`config.mk`:
```
export PLATFORM = sky130hd
export DESIGN_NAME = demux_rr_dispatch
export DESIGN_NICKNAME = d
export VERILOG_FILES = /design/src/rtl/demux_pkg.sv /design/src/rtl/demux_rr_pick.sv /design/src/rtl/demux_rr_dispatch.sv
export SDC_FILE = /design/constraint.sdc
export NUM_CORES = 1
export LEC_CHECK = 0
export BUFFER_PORTS_ARGS = -buffer_cell sky130_fd_sc_hd__buf_2
export CORE_AREA = 4 4 70 72
export CTS_CLUSTER_DIAMETER = 40
export DETAILED_ROUTE_END_ITERATION = 6
export DIE_AREA = 0 0 74 76
export PLACE_DENSITY = 0.6
export SETUP_SLACK_MARGIN = 0.4
export SYNTH_ARGS = -nofsm -noshare
export SYNTH_HDL_FRONTEND = slang
export SYNTH_SLANG_ARGS = --single-unit
```
`constraint.sdc`:
```
create_clock -name clk -period 3.3 [get_ports clk]
set_clock_uncertainty 0.1 [all_clocks]
set_input_delay 0.33 -clock clk [delete_from_list [all_inputs] [get_ports clk]]
set_output_delay 0.33 -clock clk [all_outputs]
set_load 0.01 [all_outputs]
```
`src/rtl/demux_pkg.sv`:
```
// Shared types and the round-robin pick helper for the demux_rr_dispatch block.
package demux_pkg;

  localparam int NUM_CH = 4;
  localparam int SEL_W  = 2;

  typedef enum logic {
    IDLE = 1'b0,
    HOLD = 1'b1
  } state_t;

  // First enabled channel at ptr, ptr+1, ... (mod NUM_CH); returns ptr when mask is empty.
  function automatic logic [SEL_W-1:0] pick(input logic [SEL_W-1:0]  ptr,
                                            input logic [NUM_CH-1:0] mask);
    logic [SEL_W-1:0] idx;
    logic [SEL_W-1:0] result;
    logic             found;
    result = ptr;
    found  = 1'b0;
    for (int i = 0; i < NUM_CH; i++) begin
      idx = ptr + SEL_W'(i);
      if (!found && mask[idx]) begin
        result = idx;
        found  = 1'b1;
      end
    end
    return result;
  endfunction

endpackage

```
`src/rtl/demux_rr_pick.sv`:
```
// Combinational round-robin picker: first enabled channel starting at ptr.
module rr_pick
  import demux_pkg::*;
(
  input  logic [SEL_W-1:0]  ptr,
  input  logic [NUM_CH-1:0] mask,
  output logic [SEL_W-1:0]  idx,
  output logic              any
);

  assign idx = pick(ptr, mask);
  assign any = |mask;

endmodule

```
`src/rtl/demux_rr_dispatch.sv`:
```
// Round-robin dispatcher in front of a 1:4 demux, with stalled-channel timeout re-route.
// Optional delivered-word counter enabled by defining DEMUX_RR_STATS_EN.
module demux_rr_dispatch
  import demux_pkg::*;
#(
  parameter int WIDTH   = 8,
  parameter int TIMEOUT = 15
) (
  input  logic              clk,
  input  logic              rst_n,
  input  logic              in_valid,
  input  logic [WIDTH-1:0]  in_data,
  output logic              in_ready,
  input  logic [NUM_CH-1:0] ch_mask,
  input  logic [NUM_CH-1:0] out_ready,
  output logic [NUM_CH-1:0] out_valid,
  output logic [WIDTH-1:0]  out_data,
  output logic [SEL_W-1:0]  sel,
  output logic              skip,
  output logic [15:0]       xfer_cnt
);

  state_t           state, state_n;
  logic [SEL_W-1:0] ptr, ptr_n, sel_n;
  logic [7:0]       wait_cnt, wait_n;
  logic [WIDTH-1:0] data_n;
  logic             skip_n;

  logic             hold, sel_en, deliver, capture;
  logic [SEL_W-1:0] sel_inc, ptr_cap, cap_idx, rr_idx;
  logic             cap_any, rr_any;

  assign hold    = (state == HOLD);
  assign sel_en  = ch_mask[sel];
  assign deliver = hold && sel_en && out_ready[sel];
  assign sel_inc = sel + SEL_W'(1);

  // A back-to-back capture must already see ptr advanced past the completing channel.
  assign ptr_cap = deliver ? sel_inc : ptr;

  rr_pick u_cap_pick (.ptr(ptr_cap), .mask(ch_mask), .idx(cap_idx), .any(cap_any));
  rr_pick u_rr_pick  (.ptr(sel_inc), .mask(ch_mask), .idx(rr_idx),  .any(rr_any));

  assign in_ready  = rst_n && cap_any && (!hold || deliver);
  assign capture   = in_valid && in_ready;
  assign out_valid = (hold && sel_en) ? (NUM_CH'(1) << sel) : '0;

  always_comb begin
    // NOTE: every variable gets a default before any branch so no latch is inferred.
    state_n = state;
    sel_n   = sel;
    ptr_n   = ptr;
    wait_n  = wait_cnt;
    data_n  = out_data;
    skip_n  = 1'b0;

    if (deliver) begin
      ptr_n   = sel_inc;
      state_n = IDLE;
      wait_n  = '0;
    end

    if (capture) begin
      data_n  = in_data;
      sel_n   = cap_idx;
      state_n = HOLD;
      wait_n  = '0;
    end else if (hold && !deliver) begin
      if (!sel_en) begin
        // Destination disabled: move on quietly; with nothing enabled, keep waiting.
        wait_n = '0;
        if (rr_any) sel_n = rr_idx;
      end else if (wait_cnt == 8'(TIMEOUT - 1)) begin
        sel_n  = rr_idx;
        wait_n = '0;
        skip_n = 1'b1;
      end else begin
        wait_n = wait_cnt + 8'd1;
      end
    end
  end

  always_ff @(posedge clk) begin
    // NOTE: sequential state uses non-blocking assignments so all registers update together.
    if (!rst_n) begin
      state    <= IDLE;
      ptr      <= '0;
      sel      <= '0;
      wait_cnt <= '0;
      out_data <= '0;
      skip     <= 1'b0;
    end else begin
      state    <= state_n;
      ptr      <= ptr_n;
      sel      <= sel_n;
      wait_cnt <= wait_n;
      out_data <= data_n;
      skip     <= skip_n;
    end
  end

`ifdef DEMUX_RR_STATS_EN
  logic [15:0] cnt_q;

  always_ff @(posedge clk) begin
    if (!rst_n) begin
      cnt_q <= '0;
    end else if (deliver && (cnt_q != 16'hFFFF)) begin
      cnt_q <= cnt_q + 16'd1;
    end
  end

  assign xfer_cnt = cnt_q;
`else
  assign xfer_cnt = '0;
`endif

endmodule

```
==> results.md <==
- TritonCTS Sinks: 22
- Via count: 1460
- Total Wirelength: 3660 um
- Remaining Overflow, GRT: 0
- Clock Tree Buf Depth: 2
- CP max FO: 15
- Final setup fails: 0
- Ys async rst share: 0
- Worst slew pin tran: 0.618 ns
- WL/cell: 13.0 um
- Largest net degree at the start of global routing: 17
- Hold Buf Count CTS: 0
- Via density per instance: 5.20
- Syn avg cell area: between 8 and 9 um^2
- Ys Warns: 0
- Initial antenna violation count: 0
- Startpoint Class: flop
- Synth Flop Type: dfxtp_1
- Count leader, synth: dfxtp_1
- Worst path required time: between 3 and 4 ns
- Final hold violations: 0
- Floorplan core area: around 4300 um^2
- CP Class: reg -> reg
- Reg clk slew, reported paths: 0.08 ns
- Crit path DAT: 2.71 ns
- Critical path destination: sel[1]$_SDFFE_PN0P_
- Layout Nets: about 260
- Post-synthesis cell type count: 46
- Worst skew pair latency: roughly 0.27 ns
- Status: completed
- Met3 usage: 0.0185
- Die ar.: between 5000 and 6000 um^2
- F_max: 0.383 GHz
- Sequential share of the synthesized area: 0.266
- Relative slew slack: 0.588
- CTS Buf Count: 3
- Std cell rows: 24
- Hold_sp: in_data[3]
- Pwr Density: between 300 and 400 nW/um^2
- Share of Yosys cell area claimed by the top area cell type: 0.266
- Post-CTS Setup Bufs: 0
- Maxcap violations: 0
- Area after DPL: 1780 um^2
- Port Buffer Count: 34
- Biggest area consumer among synthesized cells: dfxtp_1
- GR peak layer: met2
- Initial core utilization: 0.385
- DRT antenna net count: 0
- GP Congestion: 0.870
- Reg-to-Reg Start: sel[0]$_SDFFE_PN0P_
- Post-layout min period: roughly 2.6 ns
- Synth Instances: 202
- Setup TNS Final: 0 ns
- P&R area growth vs syn: 12.2%
- RSZ-0062 raised after global routing: false
- Area of the multi-input gates: 1080 um^2
- Post-synth EDFFs: 0
- Pre-antenna DRT Iters: 4
- H-Tree Depth: 1
- Clock root cell: clkbuf_8
- Met2 Track Usage GR: 0.206
- Lkg Pwr: 0.790 nW
- Drc violations: 0
- Vias in the first global route: 1298
- GRT Total Usage: 0.129
- Global-route track usage on met1: 0.174
- Design area: between 1500 and 2000 um^2
- Antenna Cells: 0
- Final cycle utilization of the critical path: 0.790
- Hold Path Class: in -> reg
- Synth area leaders: dfxtp_1, buf_4, mux2i_1, ha_1, o21ai_0
- Post-Syn Area: roughly 1700 um^2
- CTS tree: built
- Worst IR Drop VDD: 0.178 mV
- Worst reg2reg path endpoint: sel[1]$_SDFFE_PN0P_
- Storage element area: 442 um^2
- Fillers: 431
- First-pass GRT wire length: 5930 um
- Pins Over Slew Limit: 0
- Post-DP HPWL: 2670 um
- Top cells by count, synth: dfxtp_1, buf_4, nand2_1, o21ai_0
- Initial drt markers: approximately 120
- Internal reg-to-reg setup slack: 0.69 ns
- Nature of the critical path endpoint: flop
- Ports: 51
- Worst reg2reg path depth: 6
- Total power: 0.699 mW
- Die width: ~74 um
- Synthesis-stage register bit count: 22
- Critical path origin: sel[0]$_SDFFE_PN0P_
- Layout cell share with drive strength beyond 1: 0.214
- Chip Height: about 76 um
## cells in the final DEF, fill, tap and decap left out, types with 2 or more instances in the layout
cell	synthesis	final
mux2_2	3	3
nor3b_1	2	2
nor3_1	5	5
o211a_1	3	3
nand2b_1	2	2
and2_1	7	7
a21oi_1	10	10
clkbuf_8	0	3
dfxtp_1	22	21
mux2i_1	12	12
inv_1	6	6
or3b_2	2	2
nand3_1	2	2
o2bb2ai_1	3	2
o211ai_1	2	2
buf_2	0	34
conb_1	1	16
nor2_1	12	12
nor2b_1	10	10
o21ai_0	15	15
nand2_1	16	16
and3_1	7	7
mux4_2	2	2
o22ai_1	2	2
or3b_1	3	3
ha_1	6	6
o21a_1	3	3
## final cells by class
class | instances | area share
clock buffer | 3 | 0.0223
inverter | 6 | 0.0121
sequential | 22 | 0.238
tap | 52 | 0.0351
multi-input combinational | 162 | 0.580
timing repair buffer | 35 | 0.0958
clock inverter | 1 | 0.0162
## kinds of logic (layout without fill, tap and decap cells)
| logic type | count (synthesis) | in the layout | synth area share |
|---|---|---|---|
| fa+ha+maj | 6 | 6 | 0.0454 |
| simple gates | 74 | 74 | 0.250 |
| flops | 22 | 22 | 0.266 |
| buf+inv | 33 | 45 | 0.120 |
| compound gates | 48 | 48 | 0.190 |
| other cells | 1 | 16 | 0.00227 |
| xor+xnor | 1 | 1 | 0.00530 |
| mux | 17 | 17 | 0.120 |
## routing by layer
layer  vias up  part of all wire  wire [um]
met2        54              0.46       1680
met5         -                 0          0
met4         0             0.012         44
met1       661              0.46       1690
met3         6             0.068        250
li1        739                 -          -
## power breakdown
group	leakage [nW]	total [mW]	switching, mW	internal (mW)
Sequential	0.179	0.290	0.0147	0.275
Combinational	0.575	0.154	0.0903	0.0641
Clock	0.0357	0.255	0.0925	0.162
Total	0.790	0.699	0.197	0.501
## metrics by stage
stage	utilization	instances	hold WS (ns)	setup WS (ns)
after floorplan	-	217	0.335	0.621
after detailed placement	0.413	277	0.358	0.563
final	0.432	281	0.213	0.692
after CTS	0.430	281	0.213	0.537
after global placement	0.413	277	0.355	0.575
after global routing	0.432	281	0.248	0.527
## flip-flops by register name (all words and copies together), names as in the netlist
name,count
sel,2
ptr,2
hold,1
wait_cnt,8
out_data,8
skip,1
## worst min-delay path by stage
stage / end / cells past startpoint
2_1_floorplan: wait_cnt[7]$_SDFFE_PP0P_ / 2
3_3_place_gp: wait_cnt[7]$_SDFFE_PP0P_ / 2
3_5_place_dp: wait_cnt[7]$_SDFFE_PP0P_ / 2
4_1_cts: out_data[2]$_SDFFE_PN0P_ / 3
5_1_grt: out_data[5]$_SDFFE_PN0P_ / 3
6_report: out_data[3]$_SDFFE_PN0P_ / 3
## what timing repair did
item / 4_1_cts / 5_1_grt
endpoints found under the hold margin: 0 / 0
setup endpoints to repair: 0 / 2
gates resized for setup: 0 / 2
## worst max-delay path, stage by stage (launching register included)
cell and delay, ns:
dfxtp_2 0.49, mux4_2 0.62, a21boi_1 0.25, a21oi_1 0.11, and3_1 0.42, nor4bb_1 0.38, o21bai_1 0.15
No activity file was read; power rests on OpenSTA's default activity.
